--- src/rtl/cdu_pkg.sv ---
// ---------------------------------------------------------------------------
// cdu_pkg
// Definitions shared by the CDU read counter and its coarse switch decoder.
//   CNT_W       : width of the read counter. One LSB is 360/2^16 degrees.
//   cdu_state_t : read counter FSM states. SETTLE waits for the analog inputs
//                 to settle. EVAL samples the inputs and takes at most one step.
//   OCT_SW_TBL  : octant cnt[15:13] -> sin/cos switch closures _DC1.._DC8.
//                 Bit n-1 of each entry drives _DCn.
// ---------------------------------------------------------------------------
package cdu_pkg;

  localparam int unsigned CNT_W = 16;

  typedef enum logic {
    ST_SETTLE = 1'b0,
    ST_EVAL   = 1'b1
  } cdu_state_t;

  localparam logic [7:0] OCT_SW_TBL [0:7] = '{
    8'h14,  // k0: DC3, DC5
    8'h28,  // k1: DC4, DC6
    8'h22,  // k2: DC2, DC6
    8'h11,  // k3: DC1, DC5
    8'h41,  // k4: DC1, DC7
    8'h82,  // k5: DC2, DC8
    8'h88,  // k6: DC4, DC8
    8'h44   // k7: DC3, DC7
  };

endpackage

--- src/rtl/coarse_switch_decode.sv ---
// ---------------------------------------------------------------------------
// coarse_switch_decode
// Combinational decode of the top seven read-counter bits into the switch
// closures of the coarse summing network.
// Ports:
//   i_cnt_hi [6:0]  : cnt[15:9]
//   o_dc     [11:0] : bit n-1 drives _DCn. 1 = switch closed.
//                     [7:0]  is the octant sin/cos pair.
//                     [11:8] is the binary-weighted reference bias
//                            (_DC9.._DC12 = cnt[12], cnt[11], cnt[10], cnt[9]).
// ---------------------------------------------------------------------------
module coarse_switch_decode
  import cdu_pkg::*;
(
  input  logic [6:0]  i_cnt_hi,
  output logic [11:0] o_dc
);

  always_comb begin
    o_dc       = '0;
    o_dc[7:0]  = OCT_SW_TBL[i_cnt_hi[6:4]];
    o_dc[8]    = i_cnt_hi[3];
    o_dc[9]    = i_cnt_hi[2];
    o_dc[10]   = i_cnt_hi[1];
    o_dc[11]   = i_cnt_hi[0];
  end

endmodule

--- src/rtl/read_counter.sv ---
// ---------------------------------------------------------------------------
// read_counter
// CDU read counter for one gimbal axis. It holds a 16-bit angle register that
// follows the resolver. A coarse error above threshold steps the counter
// toward the sign of the error. A fine request steps it only when the coarse
// error is below threshold. Every step is reported to the AGC as one
// up_pulse or dn_pulse.
//
// Optional feature (macro CDU_INPUT_SYNC_EN):
//   When defined, _TLC1H, _CSGNH, fine_up and fine_dn each pass through a
//   two-flop synchronizer before use. This adds 2 clocks of input latency.
//
// Parameters:
//   SETTLE_CYC : clocks to wait after a count or switch change before the
//                analog inputs are sampled (>= 1)
//   FINE_DIV   : minimum number of clocks between fine steps (>= 1)
//
// Ports:
//   clk          : system clock
//   rst_n        : asynchronous active-low reset
//   _TLC1H       : coarse error above threshold
//   _CSGNH       : coarse error sign (1 = up, 0 = down)
//   fine_up      : fine request, +1 LSB
//   fine_dn      : fine request, -1 LSB
//   zero         : synchronous clear; overrides any step
//   cnt[15:0]    : read counter value
//   _DC1.._DC12  : coarse switch closures, registered decode of cnt
//   up_pulse     : one-cycle pulse per +1 step
//   dn_pulse     : one-cycle pulse per -1 step
// ---------------------------------------------------------------------------
module read_counter
  import cdu_pkg::*;
#(
  parameter int unsigned SETTLE_CYC = 4,
  parameter int unsigned FINE_DIV   = 8
) (
  input  logic             clk,
  input  logic             rst_n,
  input  logic             _TLC1H,
  input  logic             _CSGNH,
  input  logic             fine_up,
  input  logic             fine_dn,
  input  logic             zero,
  output logic [CNT_W-1:0] cnt,
  output logic             _DC1,
  output logic             _DC2,
  output logic             _DC3,
  output logic             _DC4,
  output logic             _DC5,
  output logic             _DC6,
  output logic             _DC7,
  output logic             _DC8,
  output logic             _DC9,
  output logic             _DC10,
  output logic             _DC11,
  output logic             _DC12,
  output logic             up_pulse,
  output logic             dn_pulse
);

  localparam int unsigned ST_W = (SETTLE_CYC > 1) ? $clog2(SETTLE_CYC) : 1;
  localparam int unsigned FD_W = (FINE_DIV > 1) ? $clog2(FINE_DIV) : 1;
  localparam logic [ST_W-1:0] ST_RELOAD = ST_W'(SETTLE_CYC - 1);
  localparam logic [FD_W-1:0] FD_RELOAD = FD_W'(FINE_DIV - 1);

  cdu_state_t        r_state;
  cdu_state_t        w_state_nxt;
  logic [ST_W-1:0]   r_settle_tmr;
  logic [FD_W-1:0]   r_fine_tmr;
  logic [CNT_W-1:0]  r_cnt;
  logic [CNT_W-1:0]  w_cnt_nxt;
  logic [11:0]       r_dc;
  logic [11:0]       w_dc_nxt;
  logic              r_up_pulse;
  logic              r_dn_pulse;
  logic [3:0]        w_in;
  logic              w_tlc, w_sgn, w_fup, w_fdn;
  logic              w_step_up, w_step_dn, w_step, w_fine_step;

`ifdef CDU_INPUT_SYNC_EN
  logic [3:0] r_sync1;
  logic [3:0] r_sync2;

  always_ff @(posedge clk or negedge rst_n) begin
    if (!rst_n) begin
      r_sync1 <= '0;
      r_sync2 <= '0;
    end else begin
      r_sync1 <= {_TLC1H, _CSGNH, fine_up, fine_dn};
      r_sync2 <= r_sync1;
    end
  end

  assign w_in = r_sync2;
`else
  assign w_in = {_TLC1H, _CSGNH, fine_up, fine_dn};
`endif

  assign {w_tlc, w_sgn, w_fup, w_fdn} = w_in;

  // State register
  always_ff @(posedge clk or negedge rst_n) begin
    if (!rst_n) r_state <= ST_SETTLE;
    else        r_state <= w_state_nxt;
  end

  // Step decision. At most one step per EVAL cycle. A coarse step overrides
  // a fine step, and zero blocks both.
  always_comb begin
    w_step_up   = 1'b0;
    w_step_dn   = 1'b0;
    w_fine_step = 1'b0;
    if (!zero && r_state == ST_EVAL) begin
      if (w_tlc) begin
        w_step_up = w_sgn;
        w_step_dn = !w_sgn;
      end else if ((w_fup ^ w_fdn) && r_fine_tmr == '0) begin
        w_fine_step = 1'b1;
        w_step_up   = w_fup;
        w_step_dn   = w_fdn;
      end
    end
  end

  assign w_step = w_step_up | w_step_dn;

  // Next state
  always_comb begin
    w_state_nxt = r_state;
    if (zero || w_step)
      w_state_nxt = ST_SETTLE;
    else if (r_state == ST_SETTLE && r_settle_tmr == '0)
      w_state_nxt = ST_EVAL;
  end

  // Next count. The switch decode is taken from this value, so _DC changes
  // on the same edge as cnt.
  always_comb begin
    w_cnt_nxt = r_cnt;
    if (zero)           w_cnt_nxt = '0;
    else if (w_step_up) w_cnt_nxt = r_cnt + CNT_W'(1);
    else if (w_step_dn) w_cnt_nxt = r_cnt - CNT_W'(1);
  end

  coarse_switch_decode u_decode (
    .i_cnt_hi (w_cnt_nxt[15:9]),
    .o_dc     (w_dc_nxt)
  );

  always_ff @(posedge clk or negedge rst_n) begin
    if (!rst_n) begin
      r_cnt        <= '0;
      r_dc         <= {4'b0000, OCT_SW_TBL[0]};
      r_up_pulse   <= 1'b0;
      r_dn_pulse   <= 1'b0;
      r_settle_tmr <= ST_RELOAD;
      r_fine_tmr   <= FD_RELOAD;
    end else begin
      r_cnt      <= w_cnt_nxt;
      r_dc       <= w_dc_nxt;
      r_up_pulse <= w_step_up;
      r_dn_pulse <= w_step_dn;

      if (zero || w_step)
        r_settle_tmr <= ST_RELOAD;
      else if (r_state == ST_SETTLE && r_settle_tmr != '0)
        r_settle_tmr <= r_settle_tmr - ST_W'(1);

      // Free-runs down and saturates at 0. Only a fine step reloads it.
      if (w_fine_step)
        r_fine_tmr <= FD_RELOAD;
      else if (r_fine_tmr != '0)
        r_fine_tmr <= r_fine_tmr - FD_W'(1);
    end
  end

  assign cnt      = r_cnt;
  assign up_pulse = r_up_pulse;
  assign dn_pulse = r_dn_pulse;
  assign {_DC12, _DC11, _DC10, _DC9, _DC8, _DC7,
          _DC6, _DC5, _DC4, _DC3, _DC2, _DC1} = r_dc;

endmodule
--- config.mk ---
export PLATFORM = sky130hd
export DESIGN_NAME = read_counter
export DESIGN_NICKNAME = d
export VERILOG_FILES = /design/src/rtl/cdu_pkg.sv /design/src/rtl/coarse_switch_decode.sv /design/src/rtl/read_counter.sv
export SDC_FILE = /design/constraint.sdc
export NUM_CORES = 1
export LEC_CHECK = 0
export CAP_MARGIN = 25
export CORE_MARGIN = 2
export CORE_UTILIZATION = 50
export CTS_CLUSTER_SIZE = 40
export DETAILED_ROUTE_END_ITERATION = 8
export GPL_ROUTABILITY_DRIVEN = 0
export GPL_TIMING_DRIVEN = 0
export HOLD_SLACK_MARGIN = 0.06
export PLACE_DENSITY = 0.74
export SETUP_SLACK_MARGIN = 0.02
export SLEW_MARGIN = 25
export SYNTH_ARGS = -nofsm -noshare
export SYNTH_HDL_FRONTEND = slang
export SYNTH_HIERARCHICAL = 1
export SYNTH_SLANG_ARGS = --single-unit
--- constraint.sdc ---
create_clock -name clk -period 8.01 [get_ports clk]
set_input_delay 1.602 -clock clk [delete_from_list [all_inputs] [get_ports clk]]
set_output_delay 1.602 -clock clk [all_outputs]
set_load 0.01 [all_outputs]
==> results.md <==
- Register area: 910 sq um
- Post-synth top area cell: dfrtp_1
- Int Power: 0.000400 W
- DR WL/cell: 14.3 um
- ANT nets after route: 0
- Worst vdd ir: 0.194 mV
- Total GRT Usage: 0.214
- Sw Ratio: 0.323
- Die Wd: 67.4 um
- Via count: 1,670
- Final nets: 259
- RSZ-0062 raised after global routing: false
- Die ar.: 0.00454 sq mm
- CTS Buf Count: 5
- Final Max Slew Viols: 0
- Worst rel slew slack: 0.590
- Max Root-Sink Buffers: 2
- Die Y: 67.4 um
- Sequential share of the synthesized area: 0.453
- # Post-CTS Setup Buffers: 0
- Crit share post-route: 0.541
- Switching pwr: 0.000190 W
- Overall routed net length: 4.21 mm
- Synth async-reset ratio: 1.00
- Predominant post-synthesis flop cell: dfrtp_1
- Setup_tns: 0 ps
- Final HPWL DP: 3.10 mm
- DRC Markers: 0
- Syn_area_per_cell: 10.1 sq um
- PD cells: 231 mW/mm^2
- CP required: 8200 ps
- Yosys reg bits: 36
- Initial core utilization: 0.509
- Final setup violating endpoints: 0
- Fillers: 340
- TritonCTS clock tree: built
- Area Growth Syn to Fin: 27.6%
- Final setup skew: 9.60 ps
- Num ports: 37
- Multi-input gate area: 996 sq um
- First-pass GRT wire length: 7.24 mm
- CP startpoint kind: primary input
- Clock slew at reported path FFs: 70 ps
- Total grt overflow: 0
- CP peak stage delay: 640 ps
- Hold_buf cts: 0
- Netlist cell types: 51
- Tmin final: 4330 ps
- Post-synth EDFFs: 0
- Status: finished, final reports clean
- Cell Area, Synth: 0.00201 sq mm
- Diodes inserted: 0
- Layout cells sized above 1: 0.148
- Sequential share of power: 0.409
- Root Buffer: clkbuf_8
- CP Capture Type: register
- CP startpoint: zero
- Largest net degree at the start of global routing: 27
- WP data arrival: 4520 ps
- Worst hold start: r_settle_tmr[0]$_DFFE_PN1P_
- Logic pwr share: 0.311
- Clk_lat worst skew: 300 ps
- CP delay by family, top: simple AND/OR/NAND/NOR gates
- Critical Path Fanout Max: 9
- Synth cell count leaders: dfrtp_1 (29), nor3_1 (14), nand2_1 (13)
- Fmax: 0.231 GHz
- # port buffers: 36
- Static Leak: 1.11 nW
- Slowest cell on the critical path: clkdlybuf4s50_1
- Hold Violations, Final: 0
- CTS Sinks: 36
- Initial antenna violation count: 0
- Top-area cell type share of the netlist area: 0.362
- Worst-Margin Slew: 611 ps
- Max H-tree Level: 2
- Clock power frac: 0.280
- Worst Hold Class: reg -> reg
- Drt pass-1 iters: 4
- Final hold slack: 565 ps
- # rows: 23
- Synthesis Warnings: 6
- Worst r2r src: r_fine_tmr[0]$_DFFE_PN1P_
- Critical path, cell by cell: clkdlybuf4s50_1 > and4bb_1 > a21oi_4 > inv_2 > or4_4 > a211oi_2 > a31o_1 > inv_1 > ha_1 > and2b_1
- CP Buf/Inv Count: 3
- Drt via density: 5.68
- Syn Inst Count: 199
- Syn nets: 215
- Core area: 0.00394 sq mm
- Count leader, synth: dfrtp_1
- Resize count post-CTS: 0
- Max Cap Violations: 0
- Top cells by area, synth: dfrtp_1 (36%), dfstp_2 (9.2%), ha_1 (5.6%)
- Crit path kind: in -> reg
- Number of global-route vias before repair: 1,555
- DR iter-0 viols: 79
## power by group through the flow
stage / Sequential [W] / Combinational (W) / Clock [W]
detailed placement: 0.000245 / 0.000183 / 0
CTS: 0.000241 / 0.000184 / 0.000167
global placement: 0.000244 / 0.000178 / 0
finish: 0.000241 / 0.000183 / 0.000165
global route: 0.000246 / 0.000208 / 0.000176
floorplan: 0.000245 / 0.000122 / 0
## metrics by stage
stage	std cells	power, W	worst slack, ps	utilization	instance area, sq um
6_report	294	0.000590	3680	0.649	2560
5_1_grt	294	0.000630	3480	0.649	2560
4_1_cts	294	0.000593	3660	0.649	2560
3_5_place_dp	286	0.000427	3350	0.620	2440
3_3_place_gp	285	0.000422	3400	0.616	2430
2_1_floorplan	199	0.000366	4340	-	2010
## layout by cell type, fill, tap and decap left out, types with 5 or more instances in the layout
cell type        instances
clkdlybuf4s50_1         35
dfrtp_1                 29
nor3_1                  14
nand2_1                 13
inv_1                   11
nor2_1                  11
ha_1                     9
nand3_1                  8
o21ai_0                  8
nor4_1                   7
dfstp_2                  7
nor2b_1                  5
o21a_1                   5
clkbuf_8                 5
## cell families (layout without fill, tap and decap cells)
kind of cell	count (synthesis)	count (layout)	share of synthesized area
compound gates	36	36	0.137
fa+ha+maj	9	9	0.0561
xor+xnor	6	6	0.0262
simple gates	86	86	0.243
mux	5	5	0.0349
flops	36	36	0.453
buf+inv	21	66	0.0505
## path summary, 6_finish.rpt
| kind | end | slack (ps) | depth (start not counted) |
|---|---|---|---|
| setup / recovery | r_dc[5]$_DFF_PN0_ | 3680 | 10 |
| hold / removal | r_settle_tmr[0]$_DFFE_PN1P_ | 560 | 2 |
| setup reg to reg | r_dc[5]$_DFF_PN0_ | 4840 | 11 |
| hold reg to reg | r_settle_tmr[0]$_DFFE_PN1P_ | 560 | 2 |
| max in group asynchronous | r_settle_tmr[0]$_DFFE_PN1P_ | 6350 | 2 |
| min in group asynchronous | cnt[8]$_DFFE_PN0P_ | 1170 | 1 |
## sequential cells by signal, indices dropped and copies added, names as in the netlist
name / count
cnt: 16
r_dc: 12
r_fine_tmr: 3
r_settle_tmr: 2
dn_pulse: 1
r_state: 1
up_pulse: 1
## layout make-up
cell class / instances / share of cell area
Timing Repair Buffer: 37 / 0.147
Buffer: 9 / 0.0220
Inverter: 12 / 0.0176
Tap cell: 50 / 0.0244
Sequential cell: 36 / 0.355
Clock buffer: 5 / 0.0269
Multi-Input combinational cell: 142 / 0.389
Clock inverter: 3 / 0.0181
## worst register-to-register path: stages, from the launching register on
cell and delay [ps]:
dfstp_2 520, inv_1 60, ha_1 230, and4bb_1 240
a21oi_4 260, inv_2 150, or4_4 570, a211oi_2 220
a31o_1 200, inv_1 90, ha_1 340, and2b_1 170
## per-layer routing
metal | global-route usage | share of wire | vias up
li1 | - | - | 814
met1 | 0.283 | 0.47 | 807
met2 | 0.338 | 0.46 | 43
met3 | 0.0500 | 0.053 | 6
met4 | 0.0918 | 0.016 | 0
met5 | 0 | 0 | -
(Power assumes the default switching activity.)
==> edit 1: new RTL, config.mk and constraints unchanged <==
Add a define of `CDU_INPUT_SYNC_EN`.
--- a/src/rtl/read_counter.sv
+++ b/src/rtl/read_counter.sv
@@ -30,2 +30,4 @@
 // ---------------------------------------------------------------------------
+`define CDU_INPUT_SYNC_EN
+
 module read_counter
Check against the original RTL: not equivalent (a bounded check fails within 10 cycles, from zero or initial values and one cycle with rst_n low).
==> edit 1 against the unedited design <==
Setup slack improved by 0.14 ns; sequential power increased by 12%; via count decreased by 3.8%; fmax increased by 3.2%; die area increased by 7.3%; total power decreased by 6.4%; first-iteration DRC count increased by 68%; critical endpoint is now r_dc[7]; sequential cell count increased by 8; routed wire length decreased by 1.4%; synthesized area increased by 7.7%; largest cell class is now registers; combinational power decreased by 39%; design area increased by 6.1%.
==> edit 1: results (changes against the unedited design) <==
outcome:
  status: "complete, no violations"
place:
  place_area_mm2: 0.00260  # +6.3%
  io_buffers: 36  # unchanged
  dp_hpwl_um: 3020  # -2.9%
detailed_routing:
  drt_iter0_drc: 133  # +68%
  drtPass1Iterations: 4  # unchanged
  num_vias: 1606  # -3.8%
  drt_wl_total_um: 4150  # -1.4%
critical_path:
  cpPeakStageDelay_ns: 0.49  # -0.15 ns
  crit_fanout: 10  # +1
  cp_slowest_cell: "clkdlybuf4s50_1"
  cp.arrival_ns: 4.39  # -0.13 ns
  regToRegStartpoint: "cnt[5]"
  critPathTopFamily: "buffers and inverters"
  ff2ff_path_depth: 9  # -2
  reg2reg_to: "r_dc[7]"
worst_hold_path:
  hold_path_depth: 0  # -2
  holdCritStartpoint: "r_sync1[2]"
  hp-class: "flip-flop to flip-flop"
  hold_end: "r_sync2[2]"
logic_synthesis:
  synthesis.nets: 215  # unchanged
  avgSynthCellArea_um2: 10.9  # +7.7%
  yosys-top-cells-area: "dfrtp_1, dfstp_2, ha_1"
  synth_compound_area_frac: 0.0926  # -0.0439
  yosysSeqAreaShare: 0.513  # +0.0601
  synth_common_cells: "dfrtp_1, nor2_1, nor3_1"
  ys_types: 46  # -9.8%
  async_flop_share: 1.00  # unchanged
  yosysTopAreaCellShare: 0.428  # +0.0666
  synthMuxAreaShare: 0.0527  # +0.0177
  synth_fa_ha_area_frac: 0.0521  # -0.00403
  synth_xor_area_frac: 0.0365  # +0.0103
pwr:
  power.leakage_uw: 0.00120  # +7.8%
  p_int_uw: 401  # +0.32%
  irDropWorstVdd_uv: 133  # -31%
clock_tree:
  clkSlewWorstSetupHoldPaths_ns: 0.09  # +0.02 ns
  ctsRootBufferMaster: "clkbuf_8"
  postCtsSetupBuffers: 0  # unchanged
global_routing:
  grt_pass1_vias: 1508  # -3.0%
  grt_first_pass_wirelength_um: 7140  # -1.3%
  grt_max_degree: 31  # +15%
  grt_util_all_layers: 0.186  # -0.0280
sta:
  finClkSkew_ns: 0.00628  # -0.00332 ns
  tightest_slew_ns: 0.546  # -0.0645 ns
layout:
  fin_nets: 259  # unchanged
  drive_gt1_frac: 0.139  # -0.00820
  largest_reg_flops: 16  # unchanged
## edit 1: cell types whose count changed in the layout (fill, tap and decap cells not counted), sizes merged, moves of 4 or more
cell,unedited run,this run
a21oi,3,8
dfrtp,29,37
nand2,13,5
nor2,11,17
nor4,7,2
o21ai,8,4
## edit 1: through the flow
step                setup slack (ns)  power [µW]  hold WS [ns]
finish                          3.81         552         0.351
global route                    3.65         588         0.365
CTS                             3.79         560         0.352
detailed placement              3.49         386         0.335
global placement                3.51         380         0.333
floorplan                       4.27         347         0.331
## edit 1: cells by family (layout without fill, tap and decap cells)
| logic type | Yosys count | in the layout |
|---|---|---|
| compound gates | 28 | 28 |
| xor+xnor | 9 | 9 |
| fa+ha+maj | 9 | 9 |
| buf+inv | 22 | 67 |
| flops | 44 | 44 |
| mux | 9 | 9 |
| simple gates | 78 | 78 |
## edit 1: power groups by stage
stage | Clock [µW] | Sequential [µW] | Combinational [µW]
final | 172 | 269 | 111
after global routing | 188 | 274 | 126
after floorplan | 0 | 273 | 73.5
after detailed placement | 0 | 273 | 112
after global placement | 0 | 273 | 107
after CTS | 178 | 270 | 112
## edit 1: area by class of cell
| cell class | count | area (µm²) |
|---|---|---|
| Timing Repair Buffer | 37 | 375 |
| Clock buffer | 5 | 68.8 |
| Fill cell | 348 | 1370 |
| Multi-Input combinational cell | 133 | 947 |
| Clock inverter | 3 | 46.3 |
| Sequential cell | 44 | 1110 |
| Buffer | 11 | 63.8 |
| Inverter | 11 | 41.3 |
| Tap cell | 50 | 62.6 |
## edit 1: per-layer routing
| metal | GRT usage | wire, µm | share of wire |
|---|---|---|---|
| met1 | 0.234 | 1840 | 0.44 |
| met2 | 0.293 | 1920 | 0.46 |
| met3 | 0.0640 | 314 | 0.076 |
| met4 | 0.0791 | 72 | 0.017 |
| met5 | 0 | 0 | 0 |
==> edit 2: new RTL, config.mk and constraints unchanged <==
Made on the original files. The output `dn_pulse` loses its register stage (`r_dn_pulse` becomes a continuous assignment).
--- a/src/rtl/read_counter.sv
+++ b/src/rtl/read_counter.sv
@@ -154,3 +154,2 @@
       r_up_pulse   <= 1'b0;
-      r_dn_pulse   <= 1'b0;
       r_settle_tmr <= ST_RELOAD;
@@ -161,3 +160,2 @@
       r_up_pulse <= w_step_up;
-      r_dn_pulse <= w_step_dn;
 
@@ -176,2 +174,4 @@
 
+  assign r_dn_pulse = w_step_dn;
+
   assign cnt      = r_cnt;
Function: changed (Yosys sat finds a counterexample within 10 cycles, from zero or initial values and one cycle with rst_n low).
==> edit 2 against the unedited design <==
Synthesized cell count rose by 1.5%; worst hold slack got worse by 0.035 ns; cell count rose by 0.68%; setup slack got worse by 0.97 ns; synthesized area barely moved; critical path type is now primary input to output pin; combinational power fell by 7%; clock power fell by 7%; design area fell by 0.15%; routed wire length rose by 0.45%; sequential cell count fell by 1; total power fell by 5.8%.
==> edit 2: results (changes against the unedited design) <==
outcome:
  status: "complete, no violations"
critical_path:
  cpPeakStageDelay_ns: 0.57  # -0.07 ns
  cp.arrival_ns: 3.70  # -0.82 ns
  crit_fanout: 10  # +1
  startpoint: "_TLC1H"
worst_hold_path:
  holdCritStartpoint: "r_fine_tmr[0]"
  hp-class: "flip-flop to flip-flop"
detailed_routing:
  routedWlPerCell_um: 14.3  # -0.23%
  num_vias: 1698  # +1.7%
  drt_iter0_drc: 53  # -33%
logic_synthesis:
  yosysWarningCount: 6  # unchanged
  ys_types: 56  # +9.8%
  yosys-top-cells-area: "dfrtp_1, dfstp_2, ha_1"
  yosysSeqAreaShare: 0.440  # -0.0127
  synthesis.nets: 218  # +1.4%
  synth_common_cells: "dfrtp_1, nand2_1, nor3_1"
global_routing:
  grt_util_all_layers: 0.210  # -0.00385
  grt_pass1_vias: 1528  # -1.7%
  grt_first_pass_wirelength_um: 7170  # -0.95%
clock_tree:
  insertion_delay_ns: 0.29
  postCtsSetupBuffers: 0  # unchanged
place:
  dp_hpwl_um: 3030  # -2.5%
pwr:
  power.leakage_uw: 0.00110  # -1.5%
sta:
  max-slew-margin-rel: 0.441  # -0.148
  finClkSkew_ns: 0.00737  # -0.00223 ns
layout:
  fin_nets: 262  # +1.2%
  drive_gt1_frac: 0.142  # -0.00526
-- edit 2: cell count changes after synthesis, moves of 3 or more --
cell     change
nand4_1      +5
a21oi_1      +6
nor4_1       -5
nor2b_1      -3
-- edit 2: worst reg2reg max path, stage by stage, from the launching register on --
cell      delay [ns]
dfstp_2         0.55
inv_1           0.06
ha_1            0.26
and4bb_2        0.27
a22oi_2         0.25
inv_1           0.23
or3_1           0.37
a21boi_2        0.15
mux2i_1         0.36
inv_1           0.12
ha_1            0.35
and2_1          0.17
-- edit 2: power groups by stage --
| stage | clock network (µW) | registers [µW] | logic [µW] |
|---|---|---|---|
| finish | 154 | 233 | 170 |
| global route | 161 | 237 | 192 |
| CTS | 156 | 232 | 170 |
| detailed placement | 0 | 235 | 169 |
| global placement | 0 | 235 | 163 |
| floorplan | 0 | 234 | 113 |
-- edit 2: area by class of cell --
cell class                      count  area, µm²
Buffer                             12       68.8
Clock buffer                        6       72.6
Clock inverter                      1       30.0
Fill cell                         329       1390
Inverter                           12       45.0
Multi-Input combinational cell    143       1010
Sequential cell                    35        885
Tap cell                           50       62.6
Timing Repair Buffer               37        383
-- edit 2: logic make-up after synthesis --
kind of cell | Yosys count | synth area share
adders and majority gates | 9 | 0.0561
muxes | 6 | 0.0399
AOI/OAI and AO/OA | 35 | 0.130
DFF | 35 | 0.440
and+or+nand+nor | 86 | 0.247
buffers and inverters | 24 | 0.0567
xor gates and xnor gates | 7 | 0.0305
-- edit 2: per-layer routing --
layer  share of wire  vias to the layer above  track usage
met5               0                        -            0
met4           0.013                        0       0.0740
met3           0.065                        7       0.0517
met2            0.47                       55        0.335
met1            0.45                      820        0.279
li1                -                      816            -
-- edit 2: final timing paths --
| check | cells past startpoint | slack [ns] | endpoint |
|---|---|---|---|
| max reg2reg | 11 | 4.77 | r_dc[7] |
| max in group asynchronous | 2 | 6.29 | r_fine_tmr[0] |
| min in group asynchronous | 1 | 1.21 | r_dc[6] |
| max | 6 | 2.71 | dn_pulse |
| min reg2reg | 1 | 0.53 | r_fine_tmr[0] |
| min | 1 | 0.53 | r_fine_tmr[0] |
-- edit 2: stage by stage --
stage	hold slack [ns]	setup WS [ns]	std cells
2_1_floorplan	0.500	3.94	202
3_3_place_gp	0.515	2.74	288
3_5_place_dp	0.517	2.72	289
4_1_cts	0.535	2.72	296
5_1_grt	0.562	2.65	296
6_report	0.530	2.71	296
